==> config.mk <==
export PLATFORM = sky130hd
export DESIGN_NAME = drink_sched
export DESIGN_NICKNAME = d
export VERILOG_FILES = /design/src/rtl/drink_pkg.sv /design/src/rtl/drink_slot.sv /design/src/rtl/drink_sched.sv
export SDC_FILE = /design/constraint.sdc
export NUM_CORES = 1
export LEC_CHECK = 0
export ABC_AREA = 1
export BUFFER_PORTS_ARGS = -buffer_cell sky130_fd_sc_hd__buf_2
export CAP_MARGIN = 5
export CORE_MARGIN = 2
export CORE_UTILIZATION = 40
export CTS_CLUSTER_SIZE = 20
export DETAILED_ROUTE_END_ITERATION = 16
export PLACE_DENSITY = 0.56
export SETUP_SLACK_MARGIN = 0.05
export SLEW_MARGIN = 0
export SYNTH_ARGS = -nofsm -noshare
export SYNTH_HDL_FRONTEND = slang
export SYNTH_SLANG_ARGS = --single-unit
==> constraint.sdc <==
create_clock -name clk -period 2.9 [get_ports clk]
set_input_delay 0.435 -clock clk [delete_from_list [all_inputs] [get_ports clk]]
set_output_delay 0.435 -clock clk [all_outputs]
set_load 0.01 [all_outputs]
==> src/rtl/drink_pkg.sv <==
// Shared constants and dispenser state encoding for the two-slot drink scheduler.
package drink_pkg;

  localparam int unsigned PRICE       = 4;
  localparam int unsigned DISP_CYCLES = 3;
  localparam int unsigned CNT_W       = $clog2(DISP_CYCLES);

  localparam logic [1:0] COIN_NONE   = 2'd0;
  localparam logic [1:0] COIN_HALF   = 2'd1;
  localparam logic [1:0] COIN_ONE    = 2'd2;
  localparam logic [1:0] COIN_CANCEL = 2'd3;

  typedef enum logic {
    IDLE = 1'b0,
    BUSY = 1'b1
  } state_t;

endpackage

==> src/rtl/drink_slot.sv <==
// One coin slot: credit accumulation, dispense/refund pending flags and ready handshake.
module drink_slot
  import drink_pkg::*;
(
  input  logic       clk,
  input  logic       reset,
  input  logic       coin_vld,
  input  logic [1:0] coin,
  input  logic       grant,
  output logic [2:0] credit,
  output logic       pend_disp,
  output logic       pend_ref,
  output logic       coin_rdy
);

  logic [2:0] credit_q, credit_d;
  logic       pend_disp_q, pend_disp_d;
  logic       pend_ref_q, pend_ref_d;
  logic       accept;

  assign coin_rdy  = !(pend_disp_q | pend_ref_q);
  assign accept    = coin_vld & coin_rdy;
  assign credit    = credit_q;
  assign pend_disp = pend_disp_q;
  assign pend_ref  = pend_ref_q;

  // A grant only arrives while a flag is set, so it never coincides with an accepted coin.
  always_comb begin
    credit_d    = credit_q;
    pend_disp_d = pend_disp_q;
    pend_ref_d  = pend_ref_q;
    if (grant) begin
      credit_d    = '0;
      pend_disp_d = 1'b0;
      pend_ref_d  = 1'b0;
    end else if (accept) begin
      case (coin)
        COIN_HALF, COIN_ONE: begin
          credit_d = credit_q + {1'b0, coin};
          if (credit_d >= 3'(PRICE)) pend_disp_d = 1'b1;
        end
        COIN_CANCEL: begin
          if (credit_q != '0) pend_ref_d = 1'b1;
        end
        default: ;
      endcase
    end
  end

  always_ff @(posedge clk or posedge reset) begin
    if (reset) begin
      credit_q    <= '0;
      pend_disp_q <= 1'b0;
      pend_ref_q  <= 1'b0;
    end else begin
      credit_q    <= credit_d;
      pend_disp_q <= pend_disp_d;
      pend_ref_q  <= pend_ref_d;
    end
  end

endmodule

==> src/rtl/drink_sched.sv <==
// Two-slot drink machine: round-robin arbiter between slots and dispenser IDLE/BUSY FSM.
module drink_sched
  import drink_pkg::*;
(
  input  logic       clk,
  input  logic       reset,
  input  logic       coin_vld0,
  input  logic       coin_vld1,
  input  logic [1:0] coin0,
  input  logic [1:0] coin1,
  output logic       coin_rdy0,
  output logic       coin_rdy1,
  output logic       drink,
  output logic [1:0] back,
  output logic       ev_vld,
  output logic       ev_id,
  output logic       busy
);

  logic [2:0] credit0, credit1;
  logic       pend_disp0, pend_disp1, pend_ref0, pend_ref1;
  logic       grant0, grant1;

  state_t           state_q, state_d;
  logic [CNT_W-1:0] cnt_q, cnt_d;
  logic             last_grant_q, last_grant_d;
  logic             drink_q, drink_d;
  logic             ev_vld_q, ev_vld_d;
  logic             ev_id_q, ev_id_d;
  logic [1:0]       back_q, back_d;

  logic             pend0, pend1, win;
  logic [2:0]       win_credit;
  logic             win_disp;

  drink_slot u_slot0 (
    .clk       (clk),
    .reset     (reset),
    .coin_vld  (coin_vld0),
    .coin      (coin0),
    .grant     (grant0),
    .credit    (credit0),
    .pend_disp (pend_disp0),
    .pend_ref  (pend_ref0),
    .coin_rdy  (coin_rdy0)
  );

  drink_slot u_slot1 (
    .clk       (clk),
    .reset     (reset),
    .coin_vld  (coin_vld1),
    .coin      (coin1),
    .grant     (grant1),
    .credit    (credit1),
    .pend_disp (pend_disp1),
    .pend_ref  (pend_ref1),
    .coin_rdy  (coin_rdy1)
  );

  assign pend0      = pend_disp0 | pend_ref0;
  assign pend1      = pend_disp1 | pend_ref1;
  // On contention the slot that did not win last time goes first.
  assign win        = (pend0 & pend1) ? ~last_grant_q : pend1;
  assign win_credit = win ? credit1 : credit0;
  assign win_disp   = win ? pend_disp1 : pend_disp0;

  always_comb begin
    state_d      = state_q;
    cnt_d        = cnt_q;
    last_grant_d = last_grant_q;
    drink_d      = 1'b0;
    ev_vld_d     = 1'b0;
    back_d       = '0;
    ev_id_d      = ev_id_q;
    grant0       = 1'b0;
    grant1       = 1'b0;
    case (state_q)
      IDLE: begin
        if (pend0 | pend1) begin
          grant0       = ~win;
          grant1       = win;
          last_grant_d = win;
          ev_vld_d     = 1'b1;
          ev_id_d      = win;
          if (win_disp) begin
            drink_d = 1'b1;
            back_d  = 2'(win_credit - 3'(PRICE));
            state_d = BUSY;
            cnt_d   = CNT_W'(DISP_CYCLES - 1);
          end else begin
            back_d  = win_credit[1:0];
          end
        end
      end
      BUSY: begin
        if (cnt_q == '0) state_d = IDLE;
        else             cnt_d   = cnt_q - 1'b1;
      end
      default: state_d = IDLE;
    endcase
  end

  always_ff @(posedge clk or posedge reset) begin
    if (reset) begin
      state_q      <= IDLE;
      cnt_q        <= '0;
      last_grant_q <= 1'b1;
      drink_q      <= 1'b0;
      ev_vld_q     <= 1'b0;
      ev_id_q      <= 1'b0;
      back_q       <= '0;
    end else begin
      state_q      <= state_d;
      cnt_q        <= cnt_d;
      last_grant_q <= last_grant_d;
      drink_q      <= drink_d;
      ev_vld_q     <= ev_vld_d;
      ev_id_q      <= ev_id_d;
      back_q       <= back_d;
    end
  end

  assign drink  = drink_q;
  assign ev_vld = ev_vld_q;
  assign ev_id  = ev_id_q;
  assign back   = back_q;
  assign busy   = (state_q == BUSY);

endmodule

==> run summary <==
In this run, placement finished with an instance count of 155. The combinational family with the most area after synthesis is simple AND/OR/NAND/NOR gates. The peak per-stage delay on the critical path is 0.43 ns. The layout-stage area growth over the synthesis result came out at 13.6%. Measured along the y axis, the die boundary spans 54.5 µm. The data arrival at the endpoint of the critical path is 1.09 ns. The net count reported at finish is 145. The met2 layer wire length in the routed design is 783 µm. The number of sinks driven by the clock tree came out at 19. The worst setup path is captured at a primary output.

The critical path data required time came out at 2.47 ns. The total of warnings raised by yosys is 0. The number of nets handed over by synthesis was 125. The flow ran to the end, and the final reports show no timing, DRC or antenna violations. The post-synthesis sequential element count came out at 19. In the synthesized netlist the async set-or-reset flop fraction comes to 1.00.

The core region is 0.00245 mm². The simple-gate portion of the synthesized area came out at 0.194. VDD sags by at most 0.000515 V. The worst setup path is launched from a flip-flop.

The largest net degree at the start of global routing came out at 20. The proportion of synthesized chip area in sequential cells is 0.468. Of the cells placed in the final design, the portion with a size suffix greater than 1 is 0.326. The die outline width came out at 54.5 µm.

For the pin with the worst max-slew slack, the measured transition is 0.716 ns. The placement-stage cell area is 0.00113 mm². The count of unique library cells instantiated by Yosys is 21. The post-synthesis compound-gate area fraction is 0.113. The static power due to leakage is 0.651 nW. Setup violations remaining at the end of the flow were counted as 0. The setup fix buffers added after clock tree synthesis came out at 0.

The setup skew after layout is 0.00734 ns. The number of buffers between clock root and the deepest sink came out at 2. The number of I/O pins is 16.

The aggregate routed wire length is 1630 µm. The row count is 18. The largest individual stage delay along the critical path comes from the cell dfrtp_1.

The post-route antenna net violation count came out at 0. The latest clock arrival within the worst-skew pair is 0.29 ns. The biggest fanout along the worst timing path came out at 3. Counting flops with a built-in enable in the synthesized netlist gives 0. The power per standard cell area is 1100 mW/mm². The detailed-routing wirelength on met1 came out at 765 µm. After detailed routing, the number of vias per cell comes to 4.59. The DRC violation total after the first TritonRoute iteration is 10. The overall routing resource usage came out at 0.139. After routing the design area is 0.00116 mm².

The critical path goes through nor2_1 > buf_2. The overall overflow remaining after global route is 0. The count of hold buffers inserted by post-cts repair is 0.

The half-perimeter wire length after detailed placement is 1330 µm. The maximum clock rate came out at 0.657 GHz. Synthesis produced 110 cells.

The normalized max-slew margin is 0.522. The worst-case reg-to-reg path depth is 6. Buffers placed on the I/O ports in this run total 15. The area share of xor/xnor cells in the synthesized design is 0.0172.

Setup repair after global routing left no endpoint under its margin. The length of routed met3 wiring is 60 µm. The synthesized area per cell is 9.26 µm². The via count of the first global-routing pass came out at 725. The global-route wire length before repair is 2910 µm. The mux cell area share after synthesis came out at 0.

Leaving out filler cells and counting taps, the final layout contains 159. The class of the worst hold path is primary input to asynchronous set/reset pin. The hold slack is 0.236 ns. The clock tree from TritonCTS is yes. The post-route fraction of the period consumed by the critical path came out at 0.525. The total number of vias is 730. In the routed design, unresolved DRC markers number 0. The number of detailed-routing iterations run before antenna repair came out at 4. The detail-routed net length per standard cell is 10.3 µm. The routed design could run at a clock period as short as 1.52 ns. The weighted congestion reported at the end of routability-driven placement came out at 0.736.

For this configuration, the core starts out at a cell density of 0.415. The number of antenna violations at the first check in global routing is 0. The number of buffers inserted during clock tree synthesis is 3. Summing every instance area after synthesis gives 0.00102 mm². The die outline area is 0.00297 mm².

The max-capacitance violation count is 0. The final hold violation count is 0. Of the total synthesized cell area, the portion taken by full adders, half adders and majority gates is 0.101. The most frequently used flop master after synthesis is dfrtp_1. The number of pins exceeding their max-slew limit in the final report came to 0. By startpoint and endpoint, the worst setup path is classified as flip-flop to primary output.

Post-CTS repair changed the size of 0 cells. The H-tree depth is 1. The top layer used by detailed routing is met4.

The tree is rooted in a clkbuf_4. The number of antenna repair diodes came out at 0. Clock-pin slew was measured on the worst setup and hold paths at 0.11 ns.

Adding up every negative setup slack in the final design gives 0 ns.
synth_stat cells, types with 2 or more instances:
cell type / n / area (µm²)
nand2_4: 2 / 22.5
nand2_2: 6 / 37.5
nand3_1: 6 / 30.0
inv_1: 23 / 86.3
a21oi_1: 4 / 20.0
fa_1: 2 / 40.0
xnor2_1: 2 / 17.5
o21ai_2: 3 / 26.3
ha_1: 5 / 62.6
dfrtp_1: 18 / 450
a21oi_2: 2 / 17.5
nand2_1: 17 / 63.8
nor2_1: 3 / 11.3
inv_2: 6 / 22.5
o21ai_1: 2 / 10.0
o211ai_1: 3 / 22.5
nor2_4: 2 / 22.5
through the flow:
stage / power (mW) / worst slack, ns / utilization
2_1_floorplan: 0.998 / 1.52 / -
3_3_place_gp: 1.15 / 1.36 / 0.461
3_5_place_dp: 1.16 / 1.34 / 0.461
4_1_cts: 1.29 / 1.37 / 0.471
5_1_grt: 1.41 / 1.32 / 0.471
6_report: 1.27 / 1.38 / 0.471
power by group:
| part | switching, mW | internal [mW] | total, mW | leakage (nW) |
|---|---|---|---|---|
| clock network | 0.0804 | 0.0535 | 0.134 | 0.0150 |
| registers | 0.0818 | 0.390 | 0.471 | 0.242 |
| logic | 0.408 | 0.256 | 0.664 | 0.394 |
| total | 0.570 | 0.699 | 1.27 | 0.651 |
final cells by class:
class,instances,area [µm²]
flip-flops and latches,19,477
clock buffers,4,26.3
repair buffers,15,75.1
fillers,249,1300
multi-input cells,62,433
well taps,30,37.5
inverters,29,109
registers in the layout, indices dropped and copies added, names as in the netlist:
signal             count
ev_vld                 1
ev_id                  1
drink                  1
u_slot1.pend_disp      1
u_slot0.pend_ref       1
u_slot1.pend_ref       1
u_slot0.credit         3
last_grant_q           1
back                   2
busy                   1
u_slot0.pend_disp      1
cnt_q                  2
u_slot1.credit         3
worst max-delay path, delay by kind of cell (launching register included):
| kind | cells | cell delay, ns |
|---|---|---|
| and+or+nand+nor | 1 | 0.20 |
| DFF | 1 | 0.43 |
| buffers and inverters | 1 | 0.17 |
cell usage in the layout, fill, tap and decap left out, types with 4 or more instances in the layout:
| master | count |
|---|---|
| buf_2 | 15 |
| inv_2 | 6 |
| nand2_1 | 17 |
| ha_1 | 5 |
| nand2_2 | 6 |
| dfrtp_1 | 18 |
| a21oi_1 | 4 |
| inv_1 | 23 |
| nand3_1 | 6 |
worst paths after layout:
check,startpoint,to,slack [ns]
setup / recovery,u_slot0.pend_disp$_DFFE_PP0P_,coin_rdy0,1.38
hold / removal,reset,cnt_q[0]$_DFFE_PP0P_,0.24
setup reg to reg,u_slot1.credit[0]$_DFFE_PP0P_,u_slot1.pend_disp$_DFFE_PP0P_,1.50
hold reg to reg,last_grant_q$_DFFE_PP1P_,last_grant_q$_DFFE_PP1P_,0.48
max in group asynchronous,reset,u_slot1.credit[0]$_DFFE_PP0P_,2.21
min in group clk,last_grant_q$_DFFE_PP1P_,last_grant_q$_DFFE_PP1P_,0.48
cells by family after synthesis:
logic type | Yosys count
flops | 19
compound gates | 16
simple gates | 37
xor+xnor | 2
buf+inv | 29
fa+ha+maj | 7
metal layers:
layer | global-route usage | vias up
met3 | 0.0246 | 4
met5 | 0 | -
met4 | 0.0625 | 0
met1 | 0.168 | 340
met2 | 0.241 | 12
li1 | - | 374
No activity file was read; power rests on OpenSTA's default activity.
